File: src/rtl/y86_pkg.sv
// Shared Y86-64 definitions: instruction codes, register/status encodings and
// the state type for the write-back status machine.
package y86_pkg;

  localparam int WIDTH_DEF = 64;
  localparam int CNT_W_DEF = 32;

  localparam logic [3:0] I_HALT   = 4'h0;
  localparam logic [3:0] I_NOP    = 4'h1;
  localparam logic [3:0] I_RRMOVQ = 4'h2;
  localparam logic [3:0] I_IRMOVQ = 4'h3;
  localparam logic [3:0] I_RMMOVQ = 4'h4;
  localparam logic [3:0] I_MRMOVQ = 4'h5;
  localparam logic [3:0] I_OPQ    = 4'h6;
  localparam logic [3:0] I_JXX    = 4'h7;
  localparam logic [3:0] I_CALL   = 4'h8;
  localparam logic [3:0] I_RET    = 4'h9;
  localparam logic [3:0] I_PUSHQ  = 4'hA;
  localparam logic [3:0] I_POPQ   = 4'hB;

  localparam logic [3:0] RNONE = 4'hF;

  typedef enum logic [2:0] {
    STAT_BUB = 3'd0,
    STAT_AOK = 3'd1,
    STAT_HLT = 3'd2,
    STAT_ADR = 3'd3,
    STAT_INS = 3'd4
  } stat_t;

  typedef enum logic {
    WB_RUN    = 1'b0,
    WB_HALTED = 1'b1
  } wb_state_t;

  // Any of these statuses stops the machine for good.
  function automatic logic isStopStat(stat_t s);
    return (s == STAT_HLT) || (s == STAT_ADR) || (s == STAT_INS);
  endfunction

endpackage

File: src/rtl/wb_status_fsm.sv
// RUN/HALTED status machine: captures the stopping cause, drives the
// architectural status and counts retired instructions.
module wb_status_fsm
  import y86_pkg::*;
#(
  parameter int CNT_W = CNT_W_DEF
) (
  input  logic             clk,
  input  logic             rst_n,
  input  stat_t            w_stat_i,
  input  logic             fresh_i,
  output logic             run_o,
  output logic             halted_o,
  output stat_t            stat_o,
  output logic [CNT_W-1:0] retired_o
);

  wb_state_t        state_q, state_d;
  stat_t            cause_q, cause_d;
  logic [CNT_W-1:0] retired_q, retired_d;

  always_ff @(posedge clk or negedge rst_n) begin
    if (!rst_n) begin
      state_q   <= WB_RUN;
      cause_q   <= STAT_AOK;
      retired_q <= '0;
    end else begin
      state_q   <= state_d;
      cause_q   <= cause_d;
      retired_q <= retired_d;
    end
  end

  // fresh_i makes a stalled instruction count only on its first cycle in W.
  always_comb begin
    state_d   = state_q;
    cause_d   = cause_q;
    retired_d = retired_q;
    if (state_q == WB_RUN) begin
      if (fresh_i && (w_stat_i == STAT_AOK)) begin
        retired_d = retired_q + CNT_W'(1);
      end
      if (isStopStat(w_stat_i)) begin
        state_d = WB_HALTED;
        cause_d = w_stat_i;
      end
    end
  end

  always_comb begin
    run_o     = (state_q == WB_RUN);
    halted_o  = (state_q == WB_HALTED);
    retired_o = retired_q;
    if (state_q == WB_HALTED) begin
      stat_o = cause_q;
    end else if (w_stat_i == STAT_BUB) begin
      stat_o = STAT_AOK;
    end else begin
      stat_o = w_stat_i;
    end
  end

endmodule

File: src/rtl/writeback_stage.sv
// Y86-64 write-back stage: W pipeline register, register-file write port
// gating and the status/retire machine.
module writeback_stage
  import y86_pkg::*;
#(
  parameter int WIDTH = WIDTH_DEF,
  parameter int CNT_W = CNT_W_DEF
) (
  input  logic             clk,
  input  logic             rst_n,
  input  logic [3:0]       m_icode,
  input  logic [2:0]       m_stat,
  input  logic [3:0]       m_dstE,
  input  logic [3:0]       m_dstM,
  input  logic [WIDTH-1:0] m_valE,
  input  logic [WIDTH-1:0] m_valM,
  input  logic             w_stall,
  input  logic             w_bubble,
  output logic [3:0]       dstE,
  output logic [3:0]       dstM,
  output logic [WIDTH-1:0] valE,
  output logic [WIDTH-1:0] valM,
  output logic [2:0]       stat,
  output logic             halted,
  output logic [CNT_W-1:0] retired
);

  logic [3:0]       icode_q, icode_d;
  stat_t            stat_q, stat_d;
  logic [3:0]       dstE_q, dstE_d;
  logic [3:0]       dstM_q, dstM_d;
  logic [WIDTH-1:0] valE_q, valE_d;
  logic [WIDTH-1:0] valM_q, valM_d;
  logic             fresh_q, fresh_d;

  logic             run;
  stat_t            archStat;
  logic             writeEn;
  logic             unused_icode;

  always_ff @(posedge clk or negedge rst_n) begin
    if (!rst_n) begin
      icode_q <= I_NOP;
      stat_q  <= STAT_BUB;
      dstE_q  <= RNONE;
      dstM_q  <= RNONE;
      valE_q  <= '0;
      valM_q  <= '0;
      fresh_q <= 1'b0;
    end else begin
      icode_q <= icode_d;
      stat_q  <= stat_d;
      dstE_q  <= dstE_d;
      dstM_q  <= dstM_d;
      valE_q  <= valE_d;
      valM_q  <= valM_d;
      fresh_q <= fresh_d;
    end
  end

  // Once halted the register is frozen; stall outranks bubble.
  always_comb begin
    icode_d = icode_q;
    stat_d  = stat_q;
    dstE_d  = dstE_q;
    dstM_d  = dstM_q;
    valE_d  = valE_q;
    valM_d  = valM_q;
    fresh_d = fresh_q;
    if (run) begin
      if (w_stall) begin
        fresh_d = 1'b0;
      end else if (w_bubble) begin
        icode_d = I_NOP;
        stat_d  = STAT_BUB;
        dstE_d  = RNONE;
        dstM_d  = RNONE;
        valE_d  = '0;
        valM_d  = '0;
        fresh_d = 1'b0;
      end else begin
        icode_d = m_icode;
        stat_d  = stat_t'(m_stat);
        dstE_d  = m_dstE;
        dstM_d  = m_dstM;
        valE_d  = m_valE;
        valM_d  = m_valM;
        fresh_d = 1'b1;
      end
    end
  end

  // When both ports target the same register (popq %rsp) the M write wins.
  always_comb begin
    writeEn = run && (stat_q == STAT_AOK);
    dstM    = writeEn ? dstM_q : RNONE;
    dstE    = RNONE;
    if (writeEn && !((dstE_q == dstM_q) && (dstM_q != RNONE))) begin
      dstE = dstE_q;
    end
    valE = valE_q;
    valM = valM_q;
  end

  assign unused_icode = ^icode_q;

  wb_status_fsm #(
    .CNT_W(CNT_W)
  ) u_status (
    .clk      (clk),
    .rst_n    (rst_n),
    .w_stat_i (stat_q),
    .fresh_i  (fresh_q),
    .run_o    (run),
    .halted_o (halted),
    .stat_o   (archStat),
    .retired_o(retired)
  );

  assign stat = archStat;

endmodule

File: config.mk
export PLATFORM = sky130hd
export DESIGN_NAME = writeback_stage
export DESIGN_NICKNAME = d
export VERILOG_FILES = /design/src/rtl/y86_pkg.sv /design/src/rtl/wb_status_fsm.sv /design/src/rtl/writeback_stage.sv
export SDC_FILE = /design/constraint.sdc
export NUM_CORES = 1
export LEC_CHECK = 0
export CORE_ASPECT_RATIO = 0.6
export CORE_MARGIN = 1.5
export CORE_UTILIZATION = 39
export DETAILED_ROUTE_END_ITERATION = 6
export HOLD_SLACK_MARGIN = 0.03
export PLACE_DENSITY = 0.77
export SLEW_MARGIN = 40
export SYNTH_ARGS = -nofsm -noshare
export SYNTH_HDL_FRONTEND = slang
export SYNTH_HIERARCHICAL = 1
export SYNTH_SLANG_ARGS = --single-unit
File: constraint.sdc
create_clock -name clk -period 1.5 [get_ports clk]
set_input_delay 0.15 -clock clk [delete_from_list [all_inputs] [get_ports clk]]
set_output_delay 0.15 -clock clk [all_outputs]
set_load 0.02 [all_outputs]
## Word level (Yosys, flattened, before mapping)

Index checks and enable logic that the tools add are counted.
W data, S select, Z words.

| storage, ports and cells | value |
|---|---|
| register bits after elaboration | 176 |
| output and inout bits | 172 |

| cells by class | value |
|---|---|
| add/sub/neg operators | 1 |
| equality and inequality tests | 6 |
| muxes and demuxes | 13 |
| bitwise operators | 2 |
| reductions and logical operators | 11 |

Operator list:

| cell | number |
|---|---|
| $mux W64 | 2 |
| $add A32 B1 Y32 const B | 1 |
| $mux W4 | 4 |
| $mux W3 | 3 |
| $eq A3 B2 Y1 const B | 2 |
| $reduce_and A2 Y1 | 3 |
| $eq A4 B4 Y1 | 1 |
| $logic_and A1 B1 Y1 | 4 |
| $mux W1 | 4 |
| $ne A4 B4 Y1 const B | 1 |
| $eq A3 B1 Y1 const B | 1 |
| $eq A3 B3 Y1 const B | 1 |
| $logic_not A3 Y1 | 1 |
| $logic_or A1 B1 Y1 | 2 |
| $not A1 Y1 | 2 |
| $logic_not A1 Y1 | 1 |

## Longest topological paths before layout

| depth | value |
|---|---|
| depth after elaboration | 5 |
| mapped depth | 9 |

## Hierarchy

The synthesis kept the hierarchy.

By module, submodules not included:

| module | instances | cells each | area each (um^2) | seq. area each (um^2) |
|---|---|---|---|---|
| writeback_stage | 1 | 625 | 6033.3 | 3513.4 |
| wb_status_fsm | 1 | 152 | 1724.2 | 902.1 |

## Least setup slack after synthesis

OpenSTA, ideal clock, no wires.

| timing | value |
|---|---|
| path type | reg2reg |
| start | register u_status.state_q, in the netlist u_status/halted_o |
| end | register u_status.retired_q[18], in the netlist u_status/retired_o[18] |
| library setup time | 130 ps |
| arrival | 1571 ps |
| required time | 1370 ps |
| setup slack | -201 ps |
| cell stages (with the launch flop) | 7 |
| period minus slack after synthesis | 1701 ps |
| cells stage by stage | dfrtp_1 buf_6 nand4bb_4 nor4_4 buf_6 nand4_1 xnor2_1 |

| on the way | value |
|---|---|
| word-level cells in the longest chain between the ends | 2 |

RTL lines:

| what | line | text |
|---|---|---|
| start, declared | wb_status_fsm.sv:18 | `wb_state_t state_q, state_d;` |
| start signal, assigned | wb_status_fsm.sv:28 | `state_q <= state_d;` |
| $not A1 Y1 (no line) | -- |  |
| $reduce_and A2 Y1 (no line) | -- |  |
| end signal, assigned | wb_status_fsm.sv:30 | `retired_q <= retired_d;` |
| end, declared | wb_status_fsm.sv:20 | `logic [CNT_W-1:0] retired_q, retired_d;` |

Every way passes these cells.
A chain may end at the register's enable or synchronous reset.

## Worst setup path after layout

| timing | value |
|---|---|
| start | register dstE_q[3] |
| end | output dstE[0] |

| on the way | value |
|---|---|
| word-level cells in the longest chain between the ends | 5 |

RTL lines:

| what | line | text |
|---|---|---|
| start, declared | writeback_stage.sv:30 | `logic [3:0] dstE_q, dstE_d;` |
| start signal, assigned | writeback_stage.sv:53 | `dstE_q <= dstE_d;` |
| $eq A4 B4 Y1 | writeback_stage.sv:98 | `if (writeEn && !((dstE_q == dstM_q) && (dstM_q != RNONE))) begin` |
| $logic_and A1 B1 Y1 | writeback_stage.sv:98 |  |
| $logic_not A1 Y1 | writeback_stage.sv:98 |  |
| $logic_and A1 B1 Y1 | writeback_stage.sv:98 |  |
| $mux W4 | writeback_stage.sv:98 |  |
| end, declared | writeback_stage.sv:19 | `output logic [3:0] dstE,` |

Every way passes these cells.

==> impl_metrics.json <==
{
  "period_minus_slack_ns": 1.805,
  "die-area_um2": 20770,
  "insertion_delay_ns": 0.42,
  "ant_nets": 0,
  "cts_made_buffers": 17,
  "critPathKind": "flip-flop to primary output",
  "clockBufferDepth": 2,
  "fp.dieH_um": 112.2,
  "antenna_cells": 0,
  "antenna_found_initial": 0,
  "yosys.area.top_type": "dfrtp_1",
  "layout.nets": 1296,
  "synth_common_cells": "dfrtp_1, nand2_1, nand2b_1",
  "clkSlewWorstSetupHoldPaths_ns": 0.07,
  "fin_hold_ws_ns": 0.1341,
  "maxCapViolations": 0,
  "routedWlPerCell_um": 16.69,
  "grt_max_degree": 112,
  "seq_area_frac_synth_pct": 56.92,
  "violations": "setup timing",
  "avgSynthCellArea_um2": 9.984,
  "path_max_fanout": 4,
  "synthArstFlopShare_pct": 100.0,
  "power.density_nw_per_um2": 1563,
  "intPower_uw": 12300,
  "row_count": 39,
  "skew_ns": 0.01472,
  "worstPathCellList": "xnor2_2 -> o2111ai_2 -> o211ai_1 -> buf_4",
  "postSynthNetCount": 925,
  "syn-cell-area_um2": 7757,
  "numPortBuffers": 314,
  "status": "finished, violations left",
  "die_w_um": 185.1,
  "grt_pass1_vias": 6843,
  "yosysWarnings": 6,
  "place_congestion": 0.8095,
  "required_ns": 1.35,
  "overflow": 0,
  "tightest_slew_ns": 0.4977,
  "cp_slowest_stage_delay_ns": 0.57,
  "period_share_pct": 120.3,
  "dr.pass1.iters": 6,
  "cts_tree": "yes",
  "drt-total-wl_um": 23790,
  "drt_iter0_markers": 453,
  "max_slew_margin_pct": 66.82,
  "h-tree-depth": 4,
  "fmax_mhz": 554.0,
  "grt_pass1_wl_um": 36980,
  "yosysMostFrequentCell": "dfrtp_1",
  "area_growth_pct": 62.18,
  "start_kind": "flip-flop",
  "clock-sinks": 176,
  "hold_path.class": "input pin to asynchronous set/reset pin",
  "cp.arrival_ns": 1.65,
  "synth_cell_types": 40,
  "p_seq_share_pct": 38.6,
  "dp_slack_ns": -0.3568,
  "clkPwrFrac_pct": 22.6,
  "comb_power_share_pct": 38.8,
  "setup_viol": 40,
  "hold_viol": 0,
  "p_sw_share_pct": 37.46,
  "root_buffer": "clkbuf_16",
  "synth_area_leaders": "dfrtp_1, nand2b_1, nand2_1, o21ai_1, dfstp_2",
  "ys_ff_latch": 176,
  "vias": 6777,
  "slew_viol_final": 0,
  "setup_tns_ns": -8.105,
  "worst_slack_ns": -0.3050,
  "drc": 0,
  "ir_worst_vdd_uv": 872.8,
  "fin_cells": 1425,
  "start_util_pct": 40.25,
  "slowest_stage": "dfstp_2",
  "finalPower_uw": 19670,
  "end_kind": "primary output",
  "ys.flop_type": "dfrtp_1",
  "synth_edf_count": 0,
  "fp.coreArea_um2": 19270,
  "rsz0062_at_grt": "true",
  "ioPinCount": 319,
  "grt_use_total_pct": 23.00,
  "drive_above_1_share_pct": 17.95,
  "synth_top_area_share_pct": 53.87,
  "vias_per_cell": 4.756,
  "hpwl_um": 16670,
  "switching_power_uw": 7368,
  "syn-instance-count": 777,
  "post-place-cells": 1373,
  "p_leak_uw": 0.006186
}
==> cell type report <==
cell class	instances	area, um2
well taps	266	332.8
clock buffers	17	425.4
clock inverters	13	152.6
fillers	1550	6694
repair buffers	404	3892
flip-flops and latches	176	4428
inverters	6	22.52
multi-input cells	543	3327
==> registers in the layout, summed over array words and instances (netlist names) <==
signal,cells
valE,64
valM,64
u_status/retired_o,32
dstE_q,4
dstM_q,4
stat_q,3
u_status/cause_q,3
fresh_q,1
u_status/halted_o,1
==> per-layer routing <==
metal | global-route usage (%) | vias to the layer above | part of all wire, %
met1 | 30.05 | 3259 | 43
met2 | 37.12 | 218 | 48
met3 | 7.398 | 28 | 7.7
met5 | 0 | - | 0
li1 | - | 3272 | -
met4 | 5.745 | 0 | 1.3
==> power by group through the flow <==
stage / Clock (uW) / Sequential (uW) / Combinational (uW)
floorplan: 0 / 9720 / 1590
global placement: 0 / 7610 / 8390
detailed placement: 0 / 7700 / 8510
CTS: 4510 / 7610 / 7590
global route: 4760 / 7830 / 8250
finish: 4450 / 7590 / 7630
==> critical path: cells and delay by family (launching register included) <==
family	cells	cell delay (ns)
AO/OA/AOI/OAI	2	0.37
XOR/XNOR	1	0.13
buffers and inverters	1	0.17
flip-flops	1	0.57
==> timing repair <==
item,CTS,global route
hold endpoints to repair,167,0
cloned,1,1
hold buffers,1,0
pin swaps,23,29
resized for setup,259,61
endpoints found under the setup margin,204,46
buffers inserted,12,13
==> metrics by stage <==
stage               util (%)  cell area, um2
floorplan                  -            7776
global route           65.27           12580
detailed placement     60.29           11620
CTS                    63.57           12250
global placement       60.29           11620
finish                 65.27           12580
==> cells by family (layout without fill, tap and decap cells) <==
group                    Yosys count  in the layout  synth area share, %
adder cells (fa/ha/maj)            1              1               0.1613
XOR/XNOR                          34             34                3.839
AND/OR/NAND/NOR                  353            353                23.79
AO/OA/AOI/OAI                    152            152                10.10
flip-flops                       176            176                56.92
buffers and inverters             58            440                4.758
multiplexers                       3              3               0.4355
==> final timing paths <==
path                                                 endpoint  cells past startpoint  slack, ns                  start
max                                                   dstE[0]                      4      -0.30  dstE_q[3]$_DFFE_PN1P_
min                                      valM[60]$_DFFE_PN0P_                      2       0.13                  rst_n
min in group clk                        dstE_q[2]$_DFFE_PN1P_                      3       0.27              m_dstE[2]
min reg2reg                              valE[41]$_DFFE_PN0P_                      2       0.47   valE[41]$_DFFE_PN0P_
max reg2reg                u_status/retired_o[31]$_DFFE_PN0P_                      7      -0.28  stat_q[1]$_DFFE_PN0P_
max in group asynchronous               dstM_q[3]$_DFFE_PN1P_                      3       0.72                  rst_n
==> cell usage in the layout (no fill, tap or decap), types with 4 or more instances in the layout <==
cell type and n:
and3_1 4, buf_12 15, buf_4 60, buf_6 25, clkbuf_16 18, clkdlybuf4s50_1 140, clkinvlp_4 5, dfrtp_1 157
dfrtp_2 10, dfstp_2 9, dlygate4sd2_1 158, inv_1 6, inv_6 4, nand2_1 145, nand2_4 4, nand2b_1 133
nand2b_4 4, nand3_2 7, nand3_4 4, nand4_1 12, nor2_1 16, o21ai_0 38, o21ai_1 103, xnor2_1 17
xnor2_2 10, xor2_1 4
Power figures use the tool's default switching activity.
